<file path="src/rtl/bus_xfer_ctrl_if.sv">
// Command, strobe and data-bus bundle between the transfer sequencer and its environment.
// Abort/aborted signals exist only when XFER_ABORT_EN is defined.
interface bus_xfer_ctrl_if #(
    parameter int SRAM_AW = 7,
    parameter int FR_AW   = 5,
    parameter int DW      = 32
);
    logic               cmd_valid;
    logic               cmd_ready;
    logic [2:0]         cmd_op;
    logic [SRAM_AW-1:0] cmd_sram_addr;
    logic [FR_AW-1:0]   cmd_fr_addr;
    logic [SRAM_AW-1:0] cmd_len;
    logic [DW-1:0]      cmd_data;
    logic [DW-1:0]      bus_rdata;
    logic [DW-1:0]      bus_wdata;
    logic               bus_drive;
    logic               sram_cs;
    logic               sram_oe;
    logic               sram_rw;
    logic [SRAM_AW-1:0] sram_addr;
    logic               fr_we;
    logic               fr_re;
    logic [FR_AW-1:0]   fr_addr;
    logic [DW-1:0]      rd_data;
    logic               rd_valid;
    logic               busy;
    logic               done;
`ifdef XFER_ABORT_EN
    logic               abort;
    logic               aborted;
`endif

    modport master (
`ifdef XFER_ABORT_EN
        input  abort,
        output aborted,
`endif
        input  cmd_valid, cmd_op, cmd_sram_addr, cmd_fr_addr, cmd_len, cmd_data, bus_rdata,
        output cmd_ready, bus_wdata, bus_drive, sram_cs, sram_oe, sram_rw, sram_addr,
               fr_we, fr_re, fr_addr, rd_data, rd_valid, busy, done
    );

    modport slave (
`ifdef XFER_ABORT_EN
        output abort,
        input  aborted,
`endif
        output cmd_valid, cmd_op, cmd_sram_addr, cmd_fr_addr, cmd_len, cmd_data, bus_rdata,
        input  cmd_ready, bus_wdata, bus_drive, sram_cs, sram_oe, sram_rw, sram_addr,
               fr_we, fr_re, fr_addr, rd_data, rd_valid, busy, done
    );
endinterface

</file>
<file path="src/rtl/bus_xfer_ctrl.sv">
// Shared-bus transfer sequencer for SRAM <-> file register moves, fills and single accesses.
// Define XFER_ABORT_EN to add the abort input / aborted output.
//
// state  | meaning
// IDLE   | waiting for a command, cmd_ready high
// SETUP  | addresses/write data valid, strobes inactive
// ACCESS | strobes active for one word
// DONE   | done pulse, rd_valid for reads
module bus_xfer_ctrl #(
    parameter int SRAM_AW = 7,
    parameter int FR_AW   = 5,
    parameter int DW      = 32
) (
    input logic          clk,
    input logic          rst,
    bus_xfer_ctrl_if.master bus
);
    localparam logic [2:0] OP_NOP     = 3'b000;
    localparam logic [2:0] OP_WR_SRAM = 3'b001;
    localparam logic [2:0] OP_RD_SRAM = 3'b010;
    localparam logic [2:0] OP_WR_FR   = 3'b011;
    localparam logic [2:0] OP_RD_FR   = 3'b100;
    localparam logic [2:0] OP_S2F     = 3'b101;
    localparam logic [2:0] OP_F2S     = 3'b110;
    localparam logic [2:0] OP_FILL    = 3'b111;

    typedef enum logic [1:0] {IDLE, SETUP, ACCESS, DONE} state_t;

    state_t             state_q, state_d;
    logic [2:0]         op_q;
    logic [SRAM_AW-1:0] cnt_q;
    logic [SRAM_AW-1:0] sram_addr_q;
    logic [FR_AW-1:0]   fr_addr_q;
    logic [DW-1:0]      wdata_q;
    logic [DW-1:0]      rdata_q;
    logic               accept;
    logic               last_word;
    logic               is_read;
    logic               cmd_block;
    logic               stop_req;

    assign accept    = bus.cmd_valid && (state_q == IDLE);
    assign is_read   = (op_q == OP_RD_SRAM) || (op_q == OP_RD_FR);
    assign cmd_block = (bus.cmd_op == OP_S2F) || (bus.cmd_op == OP_F2S) || (bus.cmd_op == OP_FILL);

`ifdef XFER_ABORT_EN
    logic abort_q;
    // abort seen in SETUP or in ACCESS still lets the current word finish
    assign stop_req    = abort_q || bus.abort;
    assign bus.aborted = (state_q == DONE) && abort_q;
`else
    assign stop_req = 1'b0;
`endif

    assign last_word = (cnt_q == SRAM_AW'(1)) || stop_req;

    always_ff @(posedge clk or negedge rst) begin
        if (!rst) state_q <= IDLE;
        else      state_q <= state_d;
    end

    always_comb begin
        state_d       = state_q;
        bus.sram_cs   = 1'b1;
        bus.sram_oe   = 1'b1;
        bus.sram_rw   = 1'b1;
        bus.fr_we     = 1'b0;
        bus.fr_re     = 1'b0;
        bus.bus_drive = 1'b0;
        if (state_q == SETUP || state_q == ACCESS)
            bus.bus_drive = (op_q == OP_WR_SRAM) || (op_q == OP_WR_FR) || (op_q == OP_FILL);
        case (state_q)
            IDLE:   if (accept) state_d = (bus.cmd_op == OP_NOP) ? DONE : SETUP;
            SETUP:  state_d = ACCESS;
            ACCESS: begin
                state_d = last_word ? DONE : SETUP;
                case (op_q)
                    OP_WR_SRAM, OP_FILL: begin bus.sram_cs = 1'b0; bus.sram_rw = 1'b0; end
                    OP_RD_SRAM:          begin bus.sram_cs = 1'b0; bus.sram_oe = 1'b0; end
                    OP_WR_FR:            bus.fr_we = 1'b1;
                    OP_RD_FR:            bus.fr_re = 1'b1;
                    OP_S2F:  begin bus.sram_cs = 1'b0; bus.sram_oe = 1'b0; bus.fr_we = 1'b1; end
                    OP_F2S:  begin bus.fr_re = 1'b1; bus.sram_cs = 1'b0; bus.sram_rw = 1'b0; end
                    default: ;
                endcase
            end
            DONE:    state_d = IDLE;
            default: state_d = IDLE;
        endcase
    end

    always_ff @(posedge clk or negedge rst) begin
        if (!rst) begin
            op_q        <= OP_NOP;
            cnt_q       <= '0;
            sram_addr_q <= '0;
            fr_addr_q   <= '0;
            wdata_q     <= '0;
            rdata_q     <= '0;
        end else if (accept) begin
            op_q        <= bus.cmd_op;
            sram_addr_q <= bus.cmd_sram_addr;
            fr_addr_q   <= bus.cmd_fr_addr;
            wdata_q     <= bus.cmd_data;
            // single-word ops ignore cmd_len; a zero block length still moves one word
            if (cmd_block && bus.cmd_len != '0) cnt_q <= bus.cmd_len;
            else                                cnt_q <= SRAM_AW'(1);
        end else if (state_q == ACCESS) begin
            sram_addr_q <= sram_addr_q + SRAM_AW'(1);
            fr_addr_q   <= fr_addr_q + FR_AW'(1);
            cnt_q       <= cnt_q - SRAM_AW'(1);
            if (op_q == OP_FILL) wdata_q <= wdata_q + DW'(1);
            if (is_read)         rdata_q <= bus.bus_rdata;
        end
    end

`ifdef XFER_ABORT_EN
    always_ff @(posedge clk or negedge rst) begin
        if (!rst)                                               abort_q <= 1'b0;
        else if (accept)                                        abort_q <= 1'b0;
        else if ((state_q == SETUP || state_q == ACCESS) && bus.abort) abort_q <= 1'b1;
    end
`endif

    assign bus.cmd_ready = (state_q == IDLE);
    assign bus.busy      = (state_q != IDLE);
    assign bus.done      = (state_q == DONE);
    assign bus.rd_valid  = (state_q == DONE) && is_read;
    assign bus.rd_data   = rdata_q;
    assign bus.bus_wdata = wdata_q;
    assign bus.sram_addr = sram_addr_q;
    assign bus.fr_addr   = fr_addr_q;

    a_no_contention: assert property (@(posedge clk) disable iff (!rst)
        !(bus.bus_drive && (bus.fr_re || !bus.sram_oe)));
endmodule

</file>
<file path="src/flat_wrapper.sv">
// flat-port wrapper written by rule: the top's interface ports become plain ports
module bus_xfer_ctrl_flat 
#(
    parameter int SRAM_AW = 7,
    parameter int FR_AW   = 5,
    parameter int DW      = 32
)
  (clk, rst, bus_cmd_valid, bus_cmd_op, bus_cmd_sram_addr, bus_cmd_fr_addr, bus_cmd_len, bus_cmd_data, bus_bus_rdata, bus_cmd_ready, bus_bus_wdata, bus_bus_drive, bus_sram_cs, bus_sram_oe, bus_sram_rw, bus_sram_addr, bus_fr_we, bus_fr_re, bus_fr_addr, bus_rd_data, bus_rd_valid, bus_busy, bus_done);
  bus_xfer_ctrl_if #(.SRAM_AW(SRAM_AW), .FR_AW(FR_AW), .DW(DW)) bus_i ();
  input logic clk;
  input logic rst;
  input wire logic [$bits(bus_i.cmd_valid)-1:0] bus_cmd_valid;
  input wire logic [$bits(bus_i.cmd_op)-1:0] bus_cmd_op;
  input wire logic [$bits(bus_i.cmd_sram_addr)-1:0] bus_cmd_sram_addr;
  input wire logic [$bits(bus_i.cmd_fr_addr)-1:0] bus_cmd_fr_addr;
  input wire logic [$bits(bus_i.cmd_len)-1:0] bus_cmd_len;
  input wire logic [$bits(bus_i.cmd_data)-1:0] bus_cmd_data;
  input wire logic [$bits(bus_i.bus_rdata)-1:0] bus_bus_rdata;
  output wire logic [$bits(bus_i.cmd_ready)-1:0] bus_cmd_ready;
  output wire logic [$bits(bus_i.bus_wdata)-1:0] bus_bus_wdata;
  output wire logic [$bits(bus_i.bus_drive)-1:0] bus_bus_drive;
  output wire logic [$bits(bus_i.sram_cs)-1:0] bus_sram_cs;
  output wire logic [$bits(bus_i.sram_oe)-1:0] bus_sram_oe;
  output wire logic [$bits(bus_i.sram_rw)-1:0] bus_sram_rw;
  output wire logic [$bits(bus_i.sram_addr)-1:0] bus_sram_addr;
  output wire logic [$bits(bus_i.fr_we)-1:0] bus_fr_we;
  output wire logic [$bits(bus_i.fr_re)-1:0] bus_fr_re;
  output wire logic [$bits(bus_i.fr_addr)-1:0] bus_fr_addr;
  output wire logic [$bits(bus_i.rd_data)-1:0] bus_rd_data;
  output wire logic [$bits(bus_i.rd_valid)-1:0] bus_rd_valid;
  output wire logic [$bits(bus_i.busy)-1:0] bus_busy;
  output wire logic [$bits(bus_i.done)-1:0] bus_done;
  assign bus_i.cmd_valid = bus_cmd_valid;
  assign bus_i.cmd_op = bus_cmd_op;
  assign bus_i.cmd_sram_addr = bus_cmd_sram_addr;
  assign bus_i.cmd_fr_addr = bus_cmd_fr_addr;
  assign bus_i.cmd_len = bus_cmd_len;
  assign bus_i.cmd_data = bus_cmd_data;
  assign bus_i.bus_rdata = bus_bus_rdata;
  assign bus_cmd_ready = bus_i.cmd_ready;
  assign bus_bus_wdata = bus_i.bus_wdata;
  assign bus_bus_drive = bus_i.bus_drive;
  assign bus_sram_cs = bus_i.sram_cs;
  assign bus_sram_oe = bus_i.sram_oe;
  assign bus_sram_rw = bus_i.sram_rw;
  assign bus_sram_addr = bus_i.sram_addr;
  assign bus_fr_we = bus_i.fr_we;
  assign bus_fr_re = bus_i.fr_re;
  assign bus_fr_addr = bus_i.fr_addr;
  assign bus_rd_data = bus_i.rd_data;
  assign bus_rd_valid = bus_i.rd_valid;
  assign bus_busy = bus_i.busy;
  assign bus_done = bus_i.done;
  bus_xfer_ctrl #(.SRAM_AW(SRAM_AW), .FR_AW(FR_AW), .DW(DW)) u_core (.clk(clk), .rst(rst), .bus(bus_i));
endmodule
</file>
<file path="config.mk">
export PLATFORM = sky130hd
export DESIGN_NAME = bus_xfer_ctrl_flat
export DESIGN_NICKNAME = d
export VERILOG_FILES = /design/src/rtl/bus_xfer_ctrl_if.sv /design/src/rtl/bus_xfer_ctrl.sv /design/src/flat_wrapper.sv
export SDC_FILE = /design/constraint.sdc
export NUM_CORES = 1
export LEC_CHECK = 0
export BUFFER_PORTS_ARGS = -buffer_cell sky130_fd_sc_hd__buf_2
export CORE_MARGIN = 2
export CORE_UTILIZATION = 55
export CTS_BUF_LIST = sky130_fd_sc_hd__clkbuf_8
export CTS_CLUSTER_SIZE = 16
export DETAILED_ROUTE_END_ITERATION = 10
export GPL_TIMING_DRIVEN = 0
export PLACE_DENSITY = 0.9
export SETUP_SLACK_MARGIN = 0.02
export SLEW_MARGIN = 10
export SYNTH_ARGS = -nofsm -noshare
export SYNTH_HDL_FRONTEND = slang
export SYNTH_SLANG_ARGS = --single-unit
</file>
<file path="constraint.sdc">
create_clock -name clk -period 3.75 [get_ports clk]
set_input_delay 0.375 -clock clk [delete_from_list [all_inputs] [get_ports clk]]
set_output_delay 0.375 -clock clk [all_outputs]
set_load 0.01 [all_outputs]
</file>
==> summary.txt, run 1 <==
Yosys
  – Post-synth EDFFs: 0
  – Top_reg_cell synth: dfrtp_1
  – Synth cell count leaders: dfrtp_1, nand2_1, mux2_2
  – Syn_area_per_cell: 10.0 um2
  – Post-synthesis sequential area ratio: 0.484
  – Mapped Cells: 454
  – Post-synth ARST share: 1.00
  – Most frequent cell after synthesis: dfrtp_1
  – Flops & latches, synth: 88
  – Syn Nets: 552
  – Yosys top cell area share: 0.484
  – Top post-synthesis cells by area: dfrtp_1, mux2_2, nand2_1
  – Unique masters post-synth: 45
  – Mapped Area: 0.00455 mm2
  – Syn. warnings: 0
  – Post-synth top area cell: dfrtp_1

Global routing
  – Vias in the first global route: 4138
  – Largest net degree at the start of global routing: 47
  – Total GRT Usage: 0.282
  – First-pass GRT wire length: 19700 um
  – GR Overflow Total: 0
  – Initial antenna violation count: 0

Final layout
  – Fillers: 616
  – Share of cells above drive strength 1: 0.371
  – P&R area growth vs syn: 27.7%
  – Multi-input logic area: 0.00219 mm2
  – # diodes: 0
  – Fin nets: 738
  – Register area: 0.00220 mm2
  – Final instance area: 0.00581 mm2
  – Core Util, Final: 0.718

Timing
  – Hold WS: -0.00716 ns
  – Rel. slew slack: 0.616
  – Fmax: 0.399 GHz
  – Ratio of final minimum period to clock period: 0.668
  – Setup-failing EPs final: 0
  – Worst clock skew: 0.0102 ns
  – Setup TNS: 0 ns
  – Fin. Hold Viols: 2
  – Worst Tran Pin Value: 0.576 ns
  – RSZ-0062 raised after global routing: no
  – Min Tclk post-route: 2.51 ns
  – Max Slew Vio Count: 0

Clock network
  – Clock Path Buffers: 2
  – Clock sink count: 88
  – Clock-pin slew on the worst setup and hold paths: 0.09 ns
  – PostCTS Resize Cnt: 0
  – Hold_buf cts: 0
  – TritonCTS clock tree: done
  – TritonCTS buffer count: 9
  – CTS root buf: clkbuf_8
  – H-Tree Depth: 3
  – Post-CTS setup buffers: 0
  – Clk Latency, worst-skew pair: 0.36 ns

Route
  – DRC Markers: 0
  – Antenna viol nets, final: 0
  – Vias per cell: 5.76
  – DR pass1 iterations: 5
  – Total Routed Length: 12500 um
  – Vias: 4320
  – Routed WL per cell: 16.6 um
  – DR iter-0 viols: 273

Die
  – Die height: 94.9 um
  – Core ar.: 0.00809 mm2
  – Row count: 33
  – Initial Util: 0.562
  – Die width: 94.9 um
  – Boundary Pins: 175
  – Die area: 0.00901 mm2

Critical path
  – Kind of critical path: flop to output port
  – Crit end category: output port
  – Worst Path Max Fanout: 10
  – Worst setup SP type: flop
  – Crit path required time: 3.38 ns
  – Critical Path AT: 2.13 ns

Placement
  – Port Buf Inserts: 174
  – DP Area: 0.00558 mm2
  – DP Wirelength: 9320 um
  – Placer congestion estimate: 0.883

Status
  – Failing checks: negative hold slack
  – Outcome: finished with violations

Power
  – Power Total: 4.72 mW
  – Peak supply drop: 0.000411 V
  – Pwr Density: 814 mW/mm2
  – Pleak: 2.64 nW

Worst hold path
  – Min-Delay Path Class: input pin to asynchronous set/reset pin

Job
  – Max-Cap Viols: 0
[registers in the layout, indices dropped and copies added, names as in the netlist]
name	count
u_core.bus.fr_addr	5
u_core.cnt_q	7
u_core.op_q	3
u_core.bus.bus_wdata	32
u_core.bus.sram_addr	7
u_core.state_q	2
u_core.bus.rd_data	32
[path summary, 6_finish.rpt]
| check | startpoint | endpoint | slack (ns) | cells after the start |
|---|---|---|---|---|
| worst max register to register | u_core.state_q[0] | u_core.bus.bus_wdata[25] | 1.36 | 9 |
| worst min register to register | u_core.bus.rd_data[8] | u_core.bus.rd_data[8] | 0.51 | 1 |
| min in group clk | bus_cmd_data[0] | u_core.bus.bus_wdata[0] | 0.21 | 3 |
| worst min-delay path | rst | u_core.bus.bus_wdata[15] | -0.007 | 1 |
| max in group asynchronous | rst | u_core.op_q[2] | 3.13 | 2 |
| worst max-delay path | u_core.state_q[0] | bus_sram_cs | 1.24 | 6 |
[cells in the final DEF (no fill, tap or decap), types with 4 or more instances in the layout]
cell type / Yosys / routed
xor2_1: 13 / 13
buf_2: 7 / 180
and2_1: 4 / 4
ha_1: 9 / 9
nand2b_1: 4 / 4
nand2_1: 56 / 56
or4_1: 13 / 13
a21oi_1: 10 / 10
and3_1: 4 / 4
o31ai_1: 14 / 14
a31oi_1: 17 / 17
o21ai_0: 31 / 31
or3_1: 10 / 10
inv_1: 9 / 9
nor3_1: 4 / 4
and4_1: 7 / 7
xnor2_1: 7 / 7
mux2_2: 32 / 32
o21a_1: 5 / 5
clkbuf_1: 15 / 15
buf_4: 3 / 4
nor2_1: 31 / 31
a22o_1: 4 / 4
dfrtp_1: 88 / 88
nand4_1: 13 / 13
nand3_1: 13 / 13
clkbuf_8: 0 / 10
[through the flow]
step | instances | setup WS [ns]
after floorplan | 454 | 1.82
after CTS | 750 | 1.23
after global routing | 750 | 1.07
after global placement | 733 | 1.50
after detailed placement | 734 | 1.44
final | 750 | 1.24
[final cells by class]
| cell class | count | share of cell area |
|---|---|---|
| multi-input cells | 330 | 0.377 |
| well taps | 105 | 0.0226 |
| repair buffers | 175 | 0.155 |
| clock inverters | 6 | 0.0157 |
| clock buffers | 10 | 0.0237 |
| plain buffers | 27 | 0.0209 |
| flip-flops and latches | 88 | 0.379 |
| inverters | 9 | 0.00582 |
[where the power goes]
| group | internal [mW] | leakage, nW | switching (mW) |
|---|---|---|---|
| sequential | 1.41 | 1.04 | 0.427 |
| combinational | 0.963 | 1.50 | 1.17 |
| clock | 0.396 | 0.105 | 0.351 |
[metal layers]
layer,GRT usage,part of all wire,wire [um]
met1,0.344,0.40,4950
met2,0.484,0.50,6190
met3,0.0678,0.085,1060
met4,0.105,0.020,253
met5,0,0,0
[cell families after synthesis]
| kind of cell | count (synthesis) | share of synthesized area |
|---|---|---|
| xor gates and xnor gates | 20 | 0.0385 |
| DFF | 88 | 0.484 |
| muxes | 35 | 0.0859 |
| and+or+nand+nor | 172 | 0.201 |
| AOI/OAI and AO/OA | 94 | 0.131 |
| adders and majority gates | 9 | 0.0248 |
| buffers and inverters | 36 | 0.0341 |
[worst max-delay path: stages (launching register included)]
cell and delay, ns:
dfrtp_1 0.41, inv_1 0.14, ha_1 0.17, buf_2 0.21
clkbuf_1 0.46, o211ai_1 0.19, buf_2 0.19
(Power assumes the default switching activity.)
==> inputs of run 2 (changes only) <==
ABC_AREA = 1   (was default)
CORE_UTILIZATION = 47   (was 55)
PLACE_DENSITY = 0.81   (was 0.9)
clock period = 2.1 ns   (was 3.75 ns; I/O delays follow)
==> run 2 against run 1 <==
The flow now finishes without violations. Worst hold slack improved by 0.075 ns. Wire length grew 13%. Sequential share of layout area is 3.7 points lower. Flip-flop and latch count unchanged. Clock-buffer cell count up 1.
==> summary.txt, run 2 <==
Status
  – Outcome: complete, no violations

Job
  – Max-Cap Viols: 0 (unchanged)

Power
  – Pleak: 3.30 nW (+25%)
  – Power Total: 9.03 mW (+91%)
  – Peak supply drop: 0.000693 V (+69%)
  – Pwr Density: 1400 mW/mm2 (+72%)

Timing
  – Setup TNS: 0 ns (unchanged)
  – Setup-failing EPs final: 0 (unchanged)
  – Max Slew Vio Count: 0 (unchanged)
  – Min Tclk post-route: 2.00 ns
  – Worst clock skew: 0.00918 ns (-0.00101 ns)
  – RSZ-0062 raised after global routing: yes
  – Hold WS: 0.0680 ns (+0.0752 ns)
  – Worst Tran Pin Value: 0.601 ns (+0.0253 ns)
  – Slack of the critical path: 0.103 ns (-1.14 ns)
  – Rel. slew slack: 0.599 (-0.0168)
  – Fmax: 0.501 GHz
  – Fin. Hold Viols: 0 (-2)
  – Ratio of final minimum period to clock period: 0.951

Clock network
  – TritonCTS clock tree: done
  – CTS root buf: clkbuf_8
  – Clock Path Buffers: 2 (unchanged)
  – Clock sink count: 88 (unchanged)
  – Clock-pin slew on the worst setup and hold paths: 0.09 ns (about the same)
  – H-Tree Depth: 3 (unchanged)
  – Clk Latency, worst-skew pair: 0.36 ns (about the same)
  – TritonCTS buffer count: 9 (unchanged)

Route
  – DRC Markers: 0 (unchanged)
  – Antenna viol nets, final: 0 (unchanged)
  – Vias: 4943 (+14%)
  – Total Routed Length: 14100 um (+13%)
  – Vias per cell: 5.09 (-12%)
  – DR iter-0 viols: 330 (+21%)
  – Routed WL per cell: 14.5 um (-13%)
  – DR pass1 iterations: 7 (+2)

Final layout
  – Commonest non-fill, non-tap cell in the layout: nand2_1
  – Core Util, Final: 0.599 (-0.118)
  – # diodes: 0 (unchanged)
  – Share of cells above drive strength 1: 0.313 (-0.0580)
  – Final instance area: 0.00644 mm2 (+11%)
  – Fin nets: 925 (+25%)
  – Most frequent cells in the layout: nand2_1, buf_2, nor2_1
  – P&R area growth vs syn: 25.7%
  – Final non-filler cell total: 972 (+30%)

Yosys
  – Syn_area_per_cell: 8.02 um2 (-20%)
  – Flops & latches, synth: 88 (unchanged)
  – Post-synth top area cell: dfrtp_1
  – Mapped Area: 0.00512 mm2 (+13%)
  – Most frequent cell after synthesis: nand2_1
  – Top_reg_cell synth: dfrtp_1
  – Yosys top cell area share: 0.430 (-0.0548)
  – Syn Nets: 737 (+34%)
  – Post-synthesis sequential area ratio: 0.430 (-0.0548)
  – Unique masters post-synth: 38 (-16%)
  – Synth cell count leaders: nand2_1, nor2_1, dfrtp_1
  – Post-synth EDFFs: 0 (unchanged)
  – Syn. warnings: 0 (unchanged)
  – Post-synth ARST share: 1.00 (unchanged)
  – Mapped Cells: 639 (+41%)
  – Top post-synthesis cells by area: dfrtp_1, nand2_1, mux2_4

Global routing
  – Largest net degree at the start of global routing: 47 (unchanged)
  – Met1 usage: 0.312 (-0.0322)
  – Met3 global-route usage: 0.0386 (-0.0293)
  – GR peak layer: met2
  – Total GRT Usage: 0.244 (-0.0376)
  – Vias in the first global route: 4675 (+13%)
  – First-pass GRT wire length: 22300 um (+14%)
  – Initial antenna violation count: 0 (unchanged)
  – Met2 Resource Use GR: 0.415 (-0.0693)
  – GR Overflow Total: 0 (unchanged)

Die
  – Die height: 108 um (+14%)
  – Boundary Pins: 175 (unchanged)
  – Die area: 0.0118 mm2 (+30%)
  – Initial Util: 0.477 (-0.0847)
  – Core ar.: 0.0107 mm2 (+33%)
  – Die width: 108 um (+14%)
  – Row count: 38 (+15%)

Placement
  – DP Area: 0.00620 mm2 (+11%)
  – Placer congestion estimate: 0.913 (+3.3%)
  – Placed insts: 954 (+30%)
  – DP Wirelength: 10900 um (+17%)
  – Port Buf Inserts: 174 (unchanged)
  – DP Worst Slack: -0.113 ns (-1.55 ns)

Worst hold path
  – Min-Delay Path Class: input pin to flop

Critical path
  – Kind of critical path: flop to flop
  – Crit end category: flop
  – Reg2Reg Setup Slack: 0.10 ns (-1.26 ns)
  – Worst setup SP type: flop
  – Crit path required time: 2.38 ns (-1.00 ns)
  – Critical Path AT: 2.28 ns (+0.15 ns)
  – Worst Path Max Fanout: 10 (unchanged)
run 2: changes by cell type after synthesis, moves of 30 or more:
cell | previous run | this run
inv_1 | 9 | 57
mux2_2 | 32 | 2
mux2_4 | 0 | 30
nand2_1 | 56 | 179
nand3_1 | 13 | 57
nor2_1 | 31 | 89
run 2: worst max-delay path: stages (launching register included):
cell      delay, ns
dfrtp_1        0.41
inv_1          0.12
ha_1           0.24
nand2_1        0.23
clkbuf_4       0.28
buf_2          0.29
o21ai_0        0.15
a31oi_1        0.19
run 2: where the power goes:
group / switching [mW] / internal (mW) / total, mW
clock: 0.620 / 0.503 / 1.12
sequential: 0.827 / 2.53 / 3.36
combinational: 2.51 / 2.04 / 4.55
run 2: logic make-up after synthesis:
group | Yosys count | synth area share
adder cells (fa/ha/maj) | 9 | 0.0220
AO/OA/AOI/OAI | 70 | 0.0833
multiplexers | 32 | 0.0923
buffers and inverters | 78 | 0.0652
AND/OR/NAND/NOR | 349 | 0.285
flip-flops | 88 | 0.430
XOR/XNOR | 13 | 0.0222
run 2: what timing repair did:
action	CTS	global route
resized for setup	2	16
setup endpoints to repair	19	46
pin swaps	0	1
hold buffers	1	0
hold endpoints to repair	45	0
setup buffers	0	2
run 2: routing by layer:
| layer | vias to the layer above | share of wire |
|---|---|---|
| li1 | 2446 | - |
| met3 | 26 | 0.068 |
| met1 | 2269 | 0.42 |
| met2 | 202 | 0.49 |
| met4 | 0 | 0.021 |
| met5 | - | 0 |
run 2: area by class of cell:
type | instances | area [um2]
timing repair buffer | 178 | 926
multi-input combinational | 473 | 2600
clock buffer | 11 | 151
tap | 140 | 175
inverter | 60 | 225
fill | 980 | 4310
buffer | 17 | 123
clock inverter | 5 | 38.8
sequential | 88 | 2200
run 2: final timing paths:
| check | cells after the start | end | startpoint |
|---|---|---|---|
| max | 7 | u_core.cnt_q[2] | u_core.state_q[0] |
| min | 3 | u_core.bus.bus_wdata[24] | bus_cmd_data[24] |
| max reg2reg | 7 | u_core.cnt_q[2] | u_core.state_q[0] |
| min in group asynchronous | 2 | u_core.bus.rd_data[28] | rst |
| min reg2reg | 1 | u_core.bus.rd_data[27] | u_core.bus.rd_data[27] |
| max in group asynchronous | 3 | u_core.bus.bus_wdata[13] | rst |
==> inputs of run 3 (changes only) <==
CORE_UTILIZATION = 25   (was 47)
PLACE_DENSITY = 0.49   (was 0.81)
==> run 3 against run 2 <==
Wire length increased by 17%. Clock-buffer cell count fell by 1. Highest routed layer unchanged. Clock power up 23%. Combinational power up 2%. Worst hold slack worse by 0.017 ns.
==> summary.txt, run 3 (synthesis gave the netlist of run 2 again) <==
Status
  – Outcome: complete, no violations

Timing
  – Setup-failing EPs final: 0 (unchanged)
  – Fmax: 0.513 GHz (+2.5%)
  – Rel. slew slack: 0.614 (+0.0146)
  – RSZ-0062 raised after global routing: no
  – Ratio of final minimum period to clock period: 0.928 (-0.0228)
  – Max Slew Vio Count: 0 (unchanged)
  – Worst clock skew: 0.0100 ns (+0.000815 ns)
  – Worst Tran Pin Value: 0.579 ns (-0.0219 ns)
  – Setup TNS: 0 ns (unchanged)
  – Min Tclk post-route: 1.95 ns (-0.0479 ns)
  – Fin. Hold Viols: 0 (unchanged)

Critical path
  – Critical Path AT: 1.74 ns (-0.54 ns)
  – Cell family with most CP delay: buffers and inverters
  – FF-to-FF Start: u_core.state_q[1]
  – Reg2Reg Setup Slack: 0.19 ns (+0.09 ns)
  – Crit end category: output port
  – Worst Path Max Fanout: 10 (unchanged)
  – R2R depth: 9 (+2)
  – CP max stage delay: 0.41 ns (about the same)
  – Crit path required time: 1.89 ns (-0.49 ns)
  – CP Buf/Inv Count: 3 (unchanged)
  – Worst setup SP type: flop
  – Critical path depth: 5 (-2)
  – Worst-path cell chain: inv_1 -> ha_4 -> clkbuf_4 -> o211ai_1 -> buf_2
  – Kind of critical path: flop to output port
  – Crit-path slowest cell: dfrtp_1
  – Worst Setup EP: bus_sram_rw
  – RR Endpoint: u_core.bus.bus_wdata[26]
  – Crit path from: u_core.state_q[0]

Clock network
  – H-Tree Depth: 3 (unchanged)
  – TritonCTS buffer count: 9 (unchanged)
  – Clock-pin slew on the worst setup and hold paths: 0.10 ns (about the same)
  – Clk Latency, worst-skew pair: 0.37 ns (about the same)
  – TritonCTS clock tree: done
  – CTS root buf: clkbuf_8
  – Clock sink count: 88 (unchanged)
  – Clock Path Buffers: 2 (unchanged)

Die
  – Boundary Pins: 175 (unchanged)
  – Die height: 147 um (+36%)
  – Die width: 147 um (+36%)
  – Core ar.: 0.0202 mm2 (+88%)
  – Initial Util: 0.254 (-0.223)
  – Row count: 52 (+37%)
  – Die area: 0.0217 mm2 (+84%)

Job
  – Max-Cap Viols: 0 (unchanged)

Global routing
  – Initial antenna violation count: 1 (+1)
  – GR Overflow Total: 0 (unchanged)
  – Vias in the first global route: 4709 (+0.73%)
  – First-pass GRT wire length: 25800 um (+15%)
  – Largest net degree at the start of global routing: 49 (+4.3%)
  – Total GRT Usage: 0.152 (-0.0921)

Power
  – Pleak: 3.33 nW (+0.89%)
  – Peak supply drop: 0.000461 V (-33%)
  – Pwr Density: 1400 mW/mm2 (about the same)

Final layout
  – Fin nets: 928 (+0.32%)
  – Core Util, Final: 0.332 (-0.268)
  – Fillers: 2204 (+120%)
  – Share of cells above drive strength 1: 0.318 (+0.00525)
  – Register area: 0.00220 mm2 (unchanged)
  – Commonest non-fill, non-tap cell in the layout: nand2_1
  – Final non-filler cell total: 1105 (+14%)
  – Multi-input logic area: 0.00262 mm2 (+0.67%)
  – Most frequent cells in the layout: nand2_1, buf_2, nor2_1
  – P&R area growth vs syn: 30.5%

Placement
  – Placed insts: 1084 (+14%)
  – Port Buf Inserts: 174 (unchanged)
  – Placer congestion estimate: 0.819 (-10%)
  – DP Wirelength: 12600 um (+15%)

Worst hold path
  – Min-Delay Path Class: input pin to flop

Route
  – Vias: 4837 (-2.1%)
  – Routed WL per cell: 14.9 um (+2.7%)
  – DR iter-0 viols: 251 (-24%)
  – Total Routed Length: 16400 um (+17%)
  – DR pass1 iterations: 4 (-3)
  – Vias per cell: 4.38 (-14%)
  – Antenna viol nets, final: 0 (unchanged)
  – DRC Markers: 0 (unchanged)
[run 3: cell types whose count changed in the layout (fill, tap and decap cells not counted), sizes merged]
cell      before  now
diode          0    1
inv           62   59
clkinvlp       1    2
bufinv         0    2
clkbuf        19   21
[run 3: how the worst min path moves through the flow]
stage | start | endpoint | slack (ns) | cells past startpoint
2_1_floorplan | rst | u_core.bus.bus_wdata[0] | -0.09 | 0
3_3_place_gp | bus_cmd_data[31] | u_core.bus.bus_wdata[31] | 0.44 | 3
3_5_place_dp | rst | u_core.bus.bus_wdata[10] | 0.24 | 1
4_1_cts | bus_cmd_data[27] | u_core.bus.bus_wdata[27] | 0.03 | 3
5_1_grt | bus_bus_rdata[12] | u_core.bus.rd_data[12] | 0.03 | 2
6_report | bus_cmd_data[25] | u_core.bus.bus_wdata[25] | 0.05 | 3
[run 3: layer usage]
| metal | vias up | global-route usage | share of wire |
|---|---|---|---|
| li1 | 2454 | - | - |
| met1 | 2244 | 0.209 | 0.47 |
| met2 | 127 | 0.246 | 0.46 |
| met3 | 12 | 0.0298 | 0.053 |
| met4 | 0 | 0.0370 | 0.010 |
| met5 | - | 0 | 0 |
[run 3: through the flow]
| step | power [mW] | instance area [um2] | hold slack (ns) | worst slack, ns |
|---|---|---|---|---|
| detailed placement | 7.98 | 6360 | 0.240 | -0.298 |
| finish | 9.37 | 6690 | 0.0515 | 0.151 |
| CTS | 9.41 | 6610 | 0.0297 | 0.000227 |
| global route | 10.2 | 6690 | 0.0325 | 0.0325 |
| floorplan | 6.21 | 5120 | -0.0856 | 0.442 |
| global placement | 7.94 | 6330 | 0.436 | -0.328 |
[run 3: cell type report]
| type | count | share of cell area |
|---|---|---|
| clock buffer | 10 | 0.0206 |
| buffer | 17 | 0.0198 |
| tap | 270 | 0.0505 |
| multi-input combinational | 473 | 0.391 |
| timing repair buffer | 181 | 0.142 |
| sequential | 88 | 0.329 |
| inverter | 60 | 0.0342 |
| clock inverter | 5 | 0.0122 |
| antenna | 1 | 0.000374 |
[run 3: tightest hold or removal path, delay by kind of cell]
family,cells,cell delay (ns)
buffers and inverters,1,0.08
and+or+nand+nor,2,0.10
[run 3: where the power goes]
group	total, mW	internal [mW]	switching, mW
clock	1.38	0.698	0.680
combinational	4.62	2.09	2.53
sequential	3.38	2.53	0.843
[run 3: repair_timing]
item,in CTS,in global routing
gates resized for setup,6,19
setup endpoints to repair,36,48
buffers inserted,2,3
hold buffers,1,0
hold endpoints to repair,40,0
pin swaps,1,0
